--- config.mk ---
export PLATFORM = sky130hd
export DESIGN_NAME = uart_tx_arbiter
export DESIGN_NICKNAME = d
export VERILOG_FILES = /design/src/rtl/uart_pkg.sv /design/src/rtl/uart_baud_tick.sv /design/src/rtl/uart_tx_arbiter.sv
export SDC_FILE = /design/constraint.sdc
export NUM_CORES = 1
export LEC_CHECK = 0
export CORE_MARGIN = 5
export CORE_UTILIZATION = 52
export CTS_BUF_LIST = sky130_fd_sc_hd__clkbuf_8
export CTS_CLUSTER_SIZE = 8
export DETAILED_ROUTE_END_ITERATION = 12
export GPL_TIMING_DRIVEN = 0
export MAX_ROUTING_LAYER = met4
export PLACE_DENSITY_LB_ADDON = 0.3
export SYNTH_ARGS = -nofsm -noshare
export SYNTH_HDL_FRONTEND = slang
export SYNTH_HIERARCHICAL = 1
export SYNTH_SLANG_ARGS = --single-unit
export TNS_END_PERCENT = 1
--- constraint.sdc ---
create_clock -name CLOCK_50 -period 4.7 [get_ports CLOCK_50]
set_clock_uncertainty 0.05 [all_clocks]
set_input_delay 1.41 -clock CLOCK_50 [delete_from_list [all_inputs] [get_ports CLOCK_50]]
set_output_delay 1.41 -clock CLOCK_50 [all_outputs]
set_load 0.005 [all_outputs]
--- src/rtl/uart_pkg.sv ---
// Shared types and constants for the two-requester UART transmitter.
// UART_ARB_PARITY_EN adds an even-parity bit (11-bit frame).
package uart_pkg;

  typedef enum logic [2:0] {
    IDLE   = 3'd0,
    START  = 3'd1,
    DATA   = 3'd2,
    PARITY = 3'd3,
    STOP   = 3'd4
  } state_e;

  localparam int unsigned DEF_CLKS_PER_BIT = 5208;
  localparam int unsigned DATA_BITS        = 8;

`ifdef UART_ARB_PARITY_EN
  localparam int unsigned FRAME_BITS = 11;
`else
  localparam int unsigned FRAME_BITS = 10;
`endif

endpackage

--- src/rtl/uart_baud_tick.sv ---
// Bit-period counter: counts 0..CLKS_PER_BIT-1 and flags the last cycle of a bit.
module uart_baud_tick
  import uart_pkg::*;
#(
  parameter int unsigned CLKS_PER_BIT = DEF_CLKS_PER_BIT,
  parameter int unsigned CNT_W        = 16
) (
  input  logic i_clk,
  input  logic i_reset,
  input  logic i_clear,
  output logic o_bit_done_c
);

  logic [CNT_W-1:0] r_cnt;

  assign o_bit_done_c = (r_cnt == CNT_W'(CLKS_PER_BIT - 1));

  // Wrap on bit end so every state/bit change starts from zero.
  always_ff @(posedge i_clk) begin
    if (i_reset || i_clear || o_bit_done_c) begin
      r_cnt <= '0;
    end else begin
      r_cnt <= r_cnt + CNT_W'(1);
    end
  end

endmodule

--- src/rtl/uart_tx_arbiter.sv ---
// Round-robin arbiter for two byte requesters driving one UART tx line.
// Optional macro: UART_ARB_PARITY_EN (even parity bit after the data bits).
module uart_tx_arbiter
  import uart_pkg::*;
#(
  parameter int unsigned CLKS_PER_BIT = DEF_CLKS_PER_BIT,
  parameter int unsigned CNT_W        = 16
) (
  input  logic       CLOCK_50,
  input  logic       reset,
  input  logic [1:0] req,
  input  logic [7:0] data0,
  input  logic [7:0] data1,
  output logic [1:0] grant,
  output logic       busy,
  output logic       cur_src,
  output logic       tx
);

  state_e      r_state;
  logic [7:0]  r_data;
  logic [2:0]  r_bit_idx;
  logic        r_rr;
  logic [1:0]  r_grant;
  logic        r_busy;
  logic        r_src;
  logic        r_tx;
  logic        w_bit_done;
  logic        w_win;

  uart_baud_tick #(
    .CLKS_PER_BIT (CLKS_PER_BIT),
    .CNT_W        (CNT_W)
  ) u_baud (
    .i_clk        (CLOCK_50),
    .i_reset      (reset),
    .i_clear      (r_state == IDLE),
    .o_bit_done_c (w_bit_done)
  );

  // r_rr holds the preferred requester when both ask at once.
  always_comb begin
    w_win = 1'b0;
    if (req == 2'b11) begin
      w_win = r_rr;
    end else begin
      w_win = req[1];
    end
  end

  // tx and busy are registered from the current state, so they trail it by one cycle.
  always_ff @(posedge CLOCK_50) begin
    if (reset) begin
      r_state   <= IDLE;
      r_data    <= '0;
      r_bit_idx <= '0;
      r_rr      <= 1'b0;
      r_grant   <= '0;
      r_busy    <= 1'b0;
      r_src     <= 1'b0;
      r_tx      <= 1'b1;
    end else begin
      r_grant <= '0;
      r_busy  <= (r_state != IDLE);
      case (r_state)
        IDLE: begin
          r_tx <= 1'b1;
          if (req != 2'b00) begin
            r_grant   <= w_win ? 2'b10 : 2'b01;
            r_src     <= w_win;
            r_data    <= w_win ? data1 : data0;
            r_rr      <= ~w_win;
            r_bit_idx <= '0;
            r_state   <= START;
          end
        end
        START: begin
          r_tx <= 1'b0;
          if (w_bit_done) begin
            r_bit_idx <= '0;
            r_state   <= DATA;
          end
        end
        DATA: begin
          r_tx <= r_data[r_bit_idx];
          if (w_bit_done) begin
            if (r_bit_idx == 3'd7) begin
`ifdef UART_ARB_PARITY_EN
              r_state <= PARITY;
`else
              r_state <= STOP;
`endif
            end else begin
              r_bit_idx <= r_bit_idx + 3'd1;
            end
          end
        end
`ifdef UART_ARB_PARITY_EN
        PARITY: begin
          r_tx <= ^r_data;
          if (w_bit_done) begin
            r_state <= STOP;
          end
        end
`endif
        STOP: begin
          r_tx <= 1'b1;
          if (w_bit_done) begin
            r_state <= IDLE;
          end
        end
        default: begin
          r_tx    <= 1'b1;
          r_state <= IDLE;
        end
      endcase
    end
  end

  assign grant   = r_grant;
  assign busy    = r_busy;
  assign cur_src = r_src;
  assign tx      = r_tx;

endmodule
# After elaboration in Yosys (flattened, before gate mapping)
# Cells that the tools add are included.
[totals]
out_inout_bits = 5
reg_bits = 36
inputBits = 20
elab_cells = 53
[op_classes]
n_mux = 16
n_bitwise = 3
eq_ne = 12
n_reduce_logical = 10
add_sub_neg = 2
order_cmp = 1
[ops]
columns = ["cell", "count"]
rows = [
  ["$mux 3", 8],
  ["$add 16x1->16 const B", 1],
  ["$eq 16x13->1 const B", 1],
  ["$pmux 3 s4", 1],
  ["$reduce_and 5->1", 2],
  ["$pmux 3 s3", 1],
  ["$mux 8", 1],
  ["$eq 3x3->1 const B", 2],
  ["$ne 2x1->1 const B", 3],
  ["$ne 2x2->1 const B", 3],
  ["$reduce_bool 3->1", 2],
  ["$lt 3x4->1 const B", 1],
  ["$add 3x1->3 const B", 1],
  ["$bmux 1 s3", 1],
  ["$eq 3x1->1 const B", 1],
  ["$eq 3x2->1 const B", 1],
  ["$logic_not 3->1", 1],
  ["$not 1->1", 3],
  ["$reduce_or 3->1", 1],
  ["$eq 2x2->1 const B", 1],
  ["$logic_or 1x1->1", 2],
  ["$mux 1", 2],
  ["$mux 2", 1],
  ["$pmux 1 s2", 1],
  ["other kinds (2)", 2],
]

# Logic depth before layout (Yosys ltp)
[depth]
depth_word = 4
depth_mapped = 7
depth_no_buf = 7

# Cells and area by module
# The synthesis kept the hierarchy.
[by_module_without_submodules]
columns = ["mod", "area_each_um2", "instances", "cells_each", "seq_area_each_um2"]
rows = [
  ["uart_tx_arbiter", 909.6, 1, 94, 400.4],
  ["uart_baud_tick", 744.5, 1, 82, 320.3],
]

# Worst setup path after synthesis
# No wires, ideal clock.
[synth_timing]
path_type = "register -> register"
start = "register u_baud.r_cnt[0]"
end = "register r_bit_idx[1]"
path_stages_with_launch = 8
path_buffers = 0
path_slack_ns = 2.182
t_arrival_ns = 2.398
t_required_ns = 4.580
setup_time_ns = 0.070
period_less_slack_ns = 2.518
path_cell_list = "dfxtp_1 ha_1 or3b_2 nor4_2 and3b_1 a221oi_2 or4b_1 a21oi_1"
[synth_via]
elab_chain_len = 3
word_cells_on_any_way = 4
classes_between = "eq/ne: 3; reduce/logical: 1"
[synth_rtl]
columns = ["item", "line", "rtl"]
rows = [
  ["from (decl)", "uart_baud_tick.sv:14", "logic [CNT_W-1:0] r_cnt;"],
  ["from (signal assigned)", "uart_baud_tick.sv:23", "r_cnt <= r_cnt + CNT_W'(1);"],
  ["$eq 16x13->1 (*)", "uart_baud_tick.sv:16", "assign o_bit_done_c = (r_cnt == CNT_W'(CLKS_PER_BIT - 1));"],
  ["net w_bit_done", "uart_tx_arbiter.sv:28", "logic w_bit_done;"],
  ["$ne 2x1->1 (no line)", "-", ""],
  ["$reduce_and 5->1 (no line) (*)", "-", ""],
  ["to (signal assigned)", "uart_tx_arbiter.sv:94", "r_bit_idx <= r_bit_idx + 3'd1;"],
  ["to (decl)", "uart_tx_arbiter.sv:22", "logic [2:0] r_bit_idx;"],
]
# The timed path passes the listed nets; every way through them passes the cells marked *.
# A chain may end at the register's enable or synchronous reset.

# Worst setup path in the final report
[layout_timing]
start = "input req[1]"
end = "register r_data[5]"
[layout_via]
elab_chain_len = 3
word_cells_on_any_way = 5
classes_between = "eq/ne: 1; mux: 2; reduce/logical: 2"
[layout_rtl]
columns = ["item", "line", "rtl"]
rows = [
  ["from (decl)", "uart_tx_arbiter.sv:11", "input logic [1:0] req,"],
  ["$eq 2x2->1", "uart_tx_arbiter.sv:44", "if (req == 2'b11) begin"],
  ["$mux 1", "uart_tx_arbiter.sv:44", ""],
  ["$mux 8", "uart_tx_arbiter.sv:71", "r_data <= w_win ? data1 : data0;"],
  ["to (signal assigned)", "uart_tx_arbiter.sv:71", ""],
  ["to (decl)", "uart_tx_arbiter.sv:21", "logic [7:0] r_data;"],
]
# Parallel ways exist; a longest one is shown, timed or not.

==> impl_metrics.ini <==
[placed_design]
place_area_um2 = 1950
dp_hpwl_mm = 2.92
placed_cells = 244
port_buffers = 24
place_congestion = 0.841

[global_routing]
first_global_vias = 1486
grt_pass1_wl_mm = 6.55
antenna_found_initial = 0
grt_max_degree = 13
gr-total-overflow = 0
grt.total_usage_pct = 20.1

[logic_synthesis]
synthTopCellsByArea = dfxtp_1, xor2_1, nand2_1
yosysMostFrequentCell = dfxtp_1
synth_ff_type = dfxtp_1
syn_area_um2 = 1650
synthTopCellsByCount = dfxtp_1, nand2_1, nor2_1
synth_enable_flop_cells = 0
yosysTopAreaCell = dfxtp_1
syn-num-nets = 200
synth_cell_types = 41
avgSynthCellArea_um2 = 9.40
yosysWarnings = 6
synthArstFlopShare_pct = 0
synth-seq-cells = 36
synth_top_area_share_pct = 43.6
postSynthCellCount = 176
yosysSeqAreaShare_pct = 43.6

[floorplanning]
core_um2 = 3050
fp-row-count = 20
start_util_pct = 54.2
fp.dieW_um = 66.4
io_pins = 25
dieHeight_um = 66.4
die-area_um2 = 4410

[cells_and_area]
finalInstanceArea_um2 = 2060
seq_area_um2 = 721
layout-drive-gt1-share_pct = 11.5
insertedDiodeCount = 0
stdcell_count = 252
multi_input_area_um2 = 851
syn2layout_area_growth_pct = 24.6
fin_nets = 231
fillers = 259

[pwr]
power.density_nw_per_um2 = 312
vdd_drop_max_mv = 0.232
fin_total_pwr_uw = 643
leakage_uw = 0.000788

[critical_path]
max_stage_delay_ps = 520
endpoint_kind = flop
path_buf_inv = 1
worstPathCellList = clkdlybuf4s50_1 -> or2_2 -> a21oi_1 -> a22oi_1 -> nand2_1
r2r_slack_ps = 1890
start_kind = primary input
cp.required_ps = 4880
path_class = primary input to flop
crit_fanout = 7
cpMaxStageDelayCell = a21oi_1
crit_family = compound AO/OA/AOI/OAI gates
cp.arrival_ps = 3060

[cts]
cts_tree = yes
cts.sinks = 36
clockBufferDepth = 2
path_clk_slew_ps = 70
clk_latency_ps = 290
cts_root_buf = clkbuf_8
postCtsSetupBuffers = 0
cts_max_level = 2
cts_buffers = 5
ctsHoldBuffers = 0
cts_resized = 0

[detailed_routing]
wire_per_inst_um = 15.0
vias = 1418
ant_nets = 0
drt_iter0_drc = 70
drc = 0
routed_wl_mm = 3.79
first_pass_iters = 4
via_per_inst = 5.63

[sta]
maxSlewHeadroom_pct = 59.3
period_share_pct = 61.2
drv_slew = 0
max_freq_mhz = 348
hold_viol = 0
rsz0062_at_grt = false
tightest_slew_ps = 606
fin_hold_ws_ps = 417
finalCriticalPeriod_ps = 2880
tns_ps = 0
setup_viol = 0

[worst_hold_path]
worstHoldPathType = flop to flop

[outcome]
status = complete, no violations

[run]
drv_cap = 0
-- routing by layer --
metal	up-vias	global-route usage [%]	wire length (µm)
li1	695	-	-
met1	681	19.8	1540
met2	33	36.4	2000
met3	9	6.63	170
met4	0	7.11	77
met5	-	-	0
-- state kept, by name (all words and copies together) (netlist names) --
register      cells
cur_src           1
r_bit_idx         3
r_data            8
grant             2
busy              1
r_state           3
tx                1
r_rr              1
u_baud/r_cnt     16
-- path summary, 6_finish.rpt --
path | from | to | cells past startpoint
max | req[1] | r_data[5] | 5
min | cur_src | cur_src | 1
max reg2reg | u_baud/r_cnt[0] | r_bit_idx[1] | 7
min reg2reg | cur_src | cur_src | 1
-- stage by stage --
stage	worst slack, ps	utilization (%)
2_1_floorplan	2180	-
3_3_place_gp	1660	63.9
3_5_place_dp	1520	63.9
4_1_cts	1830	67.5
5_1_grt	1710	67.5
6_report	1820	67.5
-- final cells by class --
class,instances,share of cell area (%)
Sequential cell,36,35.0
Multi-Input combinational cell,127,41.3
Tap cell,44,2.67
Inverter,1,0.182
Clock buffer,5,3.34
Buffer,12,3.83
Clock inverter,3,2.06
Timing Repair Buffer,24,11.7
-- cell families (layout without fill, tap and decap cells) --
group / Yosys count / count (layout) / synth area share, %
and+or+nand+nor: 77 / 77 / 26.6
adders and majority gates: 4 / 4 / 3.03
xor gates and xnor gates: 13 / 13 / 6.88
muxes: 3 / 3 / 3.33
buffers and inverters: 13 / 45 / 4.99
AOI/OAI and AO/OA: 30 / 30 / 11.6
DFF: 36 / 36 / 43.6
-- where the power goes --
group / internal, µW / leakage, µW / switching (µW)
logic: 32.1 / 0.000441 / 24.2
registers: 315 / 0.000293 / 5.67
clock network: 157 / 0.0000541 / 109
total: 504 / 0.000788 / 139
-- layout by cell type, fill, tap and decap left out, drive strengths merged, types with 2 or more instances in the layout --
cell type / n
dfxtp: 36
clkdlybuf4s50: 24
nand2: 19
nor2: 18
xor2: 11
clkbuf: 9
a22oi: 8
o21ai: 8
a21oi: 8
buf: 8
nand4: 6
or4b: 4
ha: 4
nand3: 4
and3: 3
or3: 3
and4: 3
nor3: 3
and4b: 2
a21o: 2
mux4: 2
o211ai: 2
xnor2: 2
nor3b: 2
or3b: 2
Power figures use the tool's default switching activity.
==> variant: new RTL, same settings <==
Re-encode `state_e` (5 states) as one-hot, 5 bits wide.
--- a/src/rtl/uart_pkg.sv
+++ b/src/rtl/uart_pkg.sv
@@ -4,8 +4,8 @@
 
-  typedef enum logic [2:0] {
-    IDLE   = 3'd0,
-    START  = 3'd1,
-    DATA   = 3'd2,
-    PARITY = 3'd3,
-    STOP   = 3'd4
+  typedef enum logic [4:0] {
+    IDLE   = 5'b00001,
+    START  = 5'b00010,
+    DATA   = 5'b00100,
+    PARITY = 5'b01000,
+    STOP   = 5'b10000
   } state_e;
Check against the original RTL: same outputs for any inputs over 10 cycles, from zero or initial values and one cycle with reset high; not proved beyond that.
==> variant against the original RTL <==
- sequential cell count grew 1
- fmax shrank 8.5%
- area after synthesis grew 3.8%
- design area grew 2.6%
- worst setup slack lost 0.27 ns
- routed wire length shrank 3.5%
- critical endpoint is now r_data[7]$_SDFFE_PP0P_
- largest cell class unchanged
Power is not compared: it rests on default switching activity, and its combinational part moved more than twofold at a synthesized area within 25%.
==> variant: results (changes against the original RTL) <==
- P_int: 0.532 mW
- Status: completed
- Peak supply drop: between 0.2 and 0.25 mV
- GP Congestion: 0.833 (-1.0%)
- Total CTS buffers: 5 (unchanged)
- Top area cells in the synthesized netlist: dfxtp_1 43%, xor2_1 5.6%, a222oi_1 4.7%
- Initial antenna violation count: 0 (unchanged)
- Total Wirelength: 3650 µm (-3.5%)
- Hold crit path type: reg -> reg
- Layout cells sized above 1: 10.7% (-0.86 points)
- Ys flop type: dfxtp_1
- Clk_lat worst skew: 0.29 ns (about the same)
- Clock transition at path regs: 0.07 ns (about the same)
- P_leak: 0.820 nW
- Met2 usage: 29.3% (-7.1 points)
- Root Buffer: clkbuf_8
- Register area share after synthesis: 43.1% (-0.42 points)
- Slew Limit Headroom: 42.2% (-17 points)
- Biggest regs: u_baud/r_cnt x16, r_data x8, r_state x4
- Slowest cell on crit path: a21oi_1
- Syn Nets: 198 (-1.0%)
- PortBufs: 24 (unchanged)
- Met3 GRT Util: 5.66% (-0.98 points)
- H-tree levels: 2 (unchanged)
- Post_cts resized: 0 (unchanged)
- 1st-iter DRT viols: 127 (+81%)
- WP data arrival: 3.33 ns (+0.27 ns)
- Postcts setup bufs: 0 (unchanged)
- Worst-path maximum fanout: 10 (+3)
- Maximum root-to-sink buffer count: 2 (unchanged)
- Leading post-synthesis cells by instance count: 37 x dfxtp_1, 19 x nor2_1, 13 x inv_1
- Final HPWL DP: 2660 µm (-9.0%)
- Overall global routing resource usage: 17.8% (-2.2 points)
- Slowest Stage Delay on Critical Path: 0.67 ns (+0.15 ns)
- Synth cell types: 42 (+2.4%)
- # fillers: 278 (+7.3%)
- # diodes: 0 (unchanged)
- Gr ovfl total: 0 (unchanged)
- M1 GR Usage: 19.6% (-0.24 points)
- Cell family with most CP delay: compound AO/OA/AOI/OAI gates
- Largest net degree at the start of global routing: 12 (-1)
- DR vias/cell: 5.78 (+2.7%)
- Syn. warnings: 6 (unchanged)
- Global-route wire length before repair: 5930 µm (-9.5%)
- Drt first pass iters: 5 (+1)
- Vias in the first global route: 1404 (-5.5%)
- Fin nets: 229 (-0.87%)
- Post-synthesis async set-or-reset flop share: 0% (unchanged)
==> variant: cell count changes in the layout (fill, tap and decap cells not counted), sizes merged, moves of 3 or more <==
cell	change
a222oi	+8
buf	-4
nand2	-15
inv	+12
clkbuf	+3
a22oi	-6
==> variant: cell type report <==
cell class / count / share of cell area, %
clock inverter: 1 / 0.237
timing repair buffer: 24 / 11.4
sequential: 37 / 35.1
tap: 44 / 2.61
inverter: 14 / 2.72
buffer: 9 / 2.25
multi-input combinational: 114 / 41.2
clock buffer: 7 / 4.56
==> variant: kinds of logic (layout without fill, tap and decap cells) <==
group | Yosys count | after routing | synth area share [%]
AOI/OAI and AO/OA | 34 | 34 | 16.9
xor gates and xnor gates | 13 | 13 | 6.63
adders and majority gates | 4 | 4 | 2.92
buffers and inverters | 23 | 55 | 6.12
DFF | 37 | 37 | 43.1
muxes | 3 | 3 | 3.28
and+or+nand+nor | 60 | 60 | 21.0
==> variant: final timing paths <==
kind	from	endpoint	slack [ns]	depth (start not counted)
setup reg to reg	u_baud/r_cnt[0]$_SDFF_PP0_	r_bit_idx[0]$_SDFFE_PP0P_	1.99	6
setup / recovery	req[1]	r_data[7]$_SDFFE_PP0P_	1.56	6
hold / removal	cur_src$_SDFFE_PP0P_	cur_src$_SDFFE_PP0P_	0.40	1
hold reg to reg	cur_src$_SDFFE_PP0P_	cur_src$_SDFFE_PP0P_	0.40	1
==> variant: power groups by stage <==
stage	Combinational, mW	Sequential [mW]	Clock (mW)
after floorplan	0.0822	0.356	0
after global placement	0.120	0.358	0
after detailed placement	0.123	0.360	0
after CTS	0.124	0.353	0.247
after global routing	0.135	0.356	0.264
final	0.124	0.353	0.241
==> variant: through the flow <==
step	instance area (µm²)	std cells	total power [mW]	hold slack (ns)	setup slack, ns
2_1_floorplan	1720	174	0.438	0.377	2.10
3_3_place_gp	2010	242	0.479	0.383	1.33
3_5_place_dp	2010	242	0.484	0.389	1.27
4_1_cts	2110	250	0.724	0.405	1.56
5_1_grt	2110	250	0.755	0.449	1.41
6_report	2110	250	0.718	0.404	1.56
==> variant: worst register-to-register path, cell delays in order (launching register included) <==
cell	delay, ns
dfxtp_1	0.40
ha_1	0.20
or3b_2	0.45
nor4_2	0.66
a32oi_4	0.23
or4b_1	0.52
a21oi_1	0.13
==> variant: routing by layer <==
metal	share of wire, %	wire length, µm
met1	42	1550
met2	50	1840
met3	5.3	192
met4	2.0	74
met5	0	0
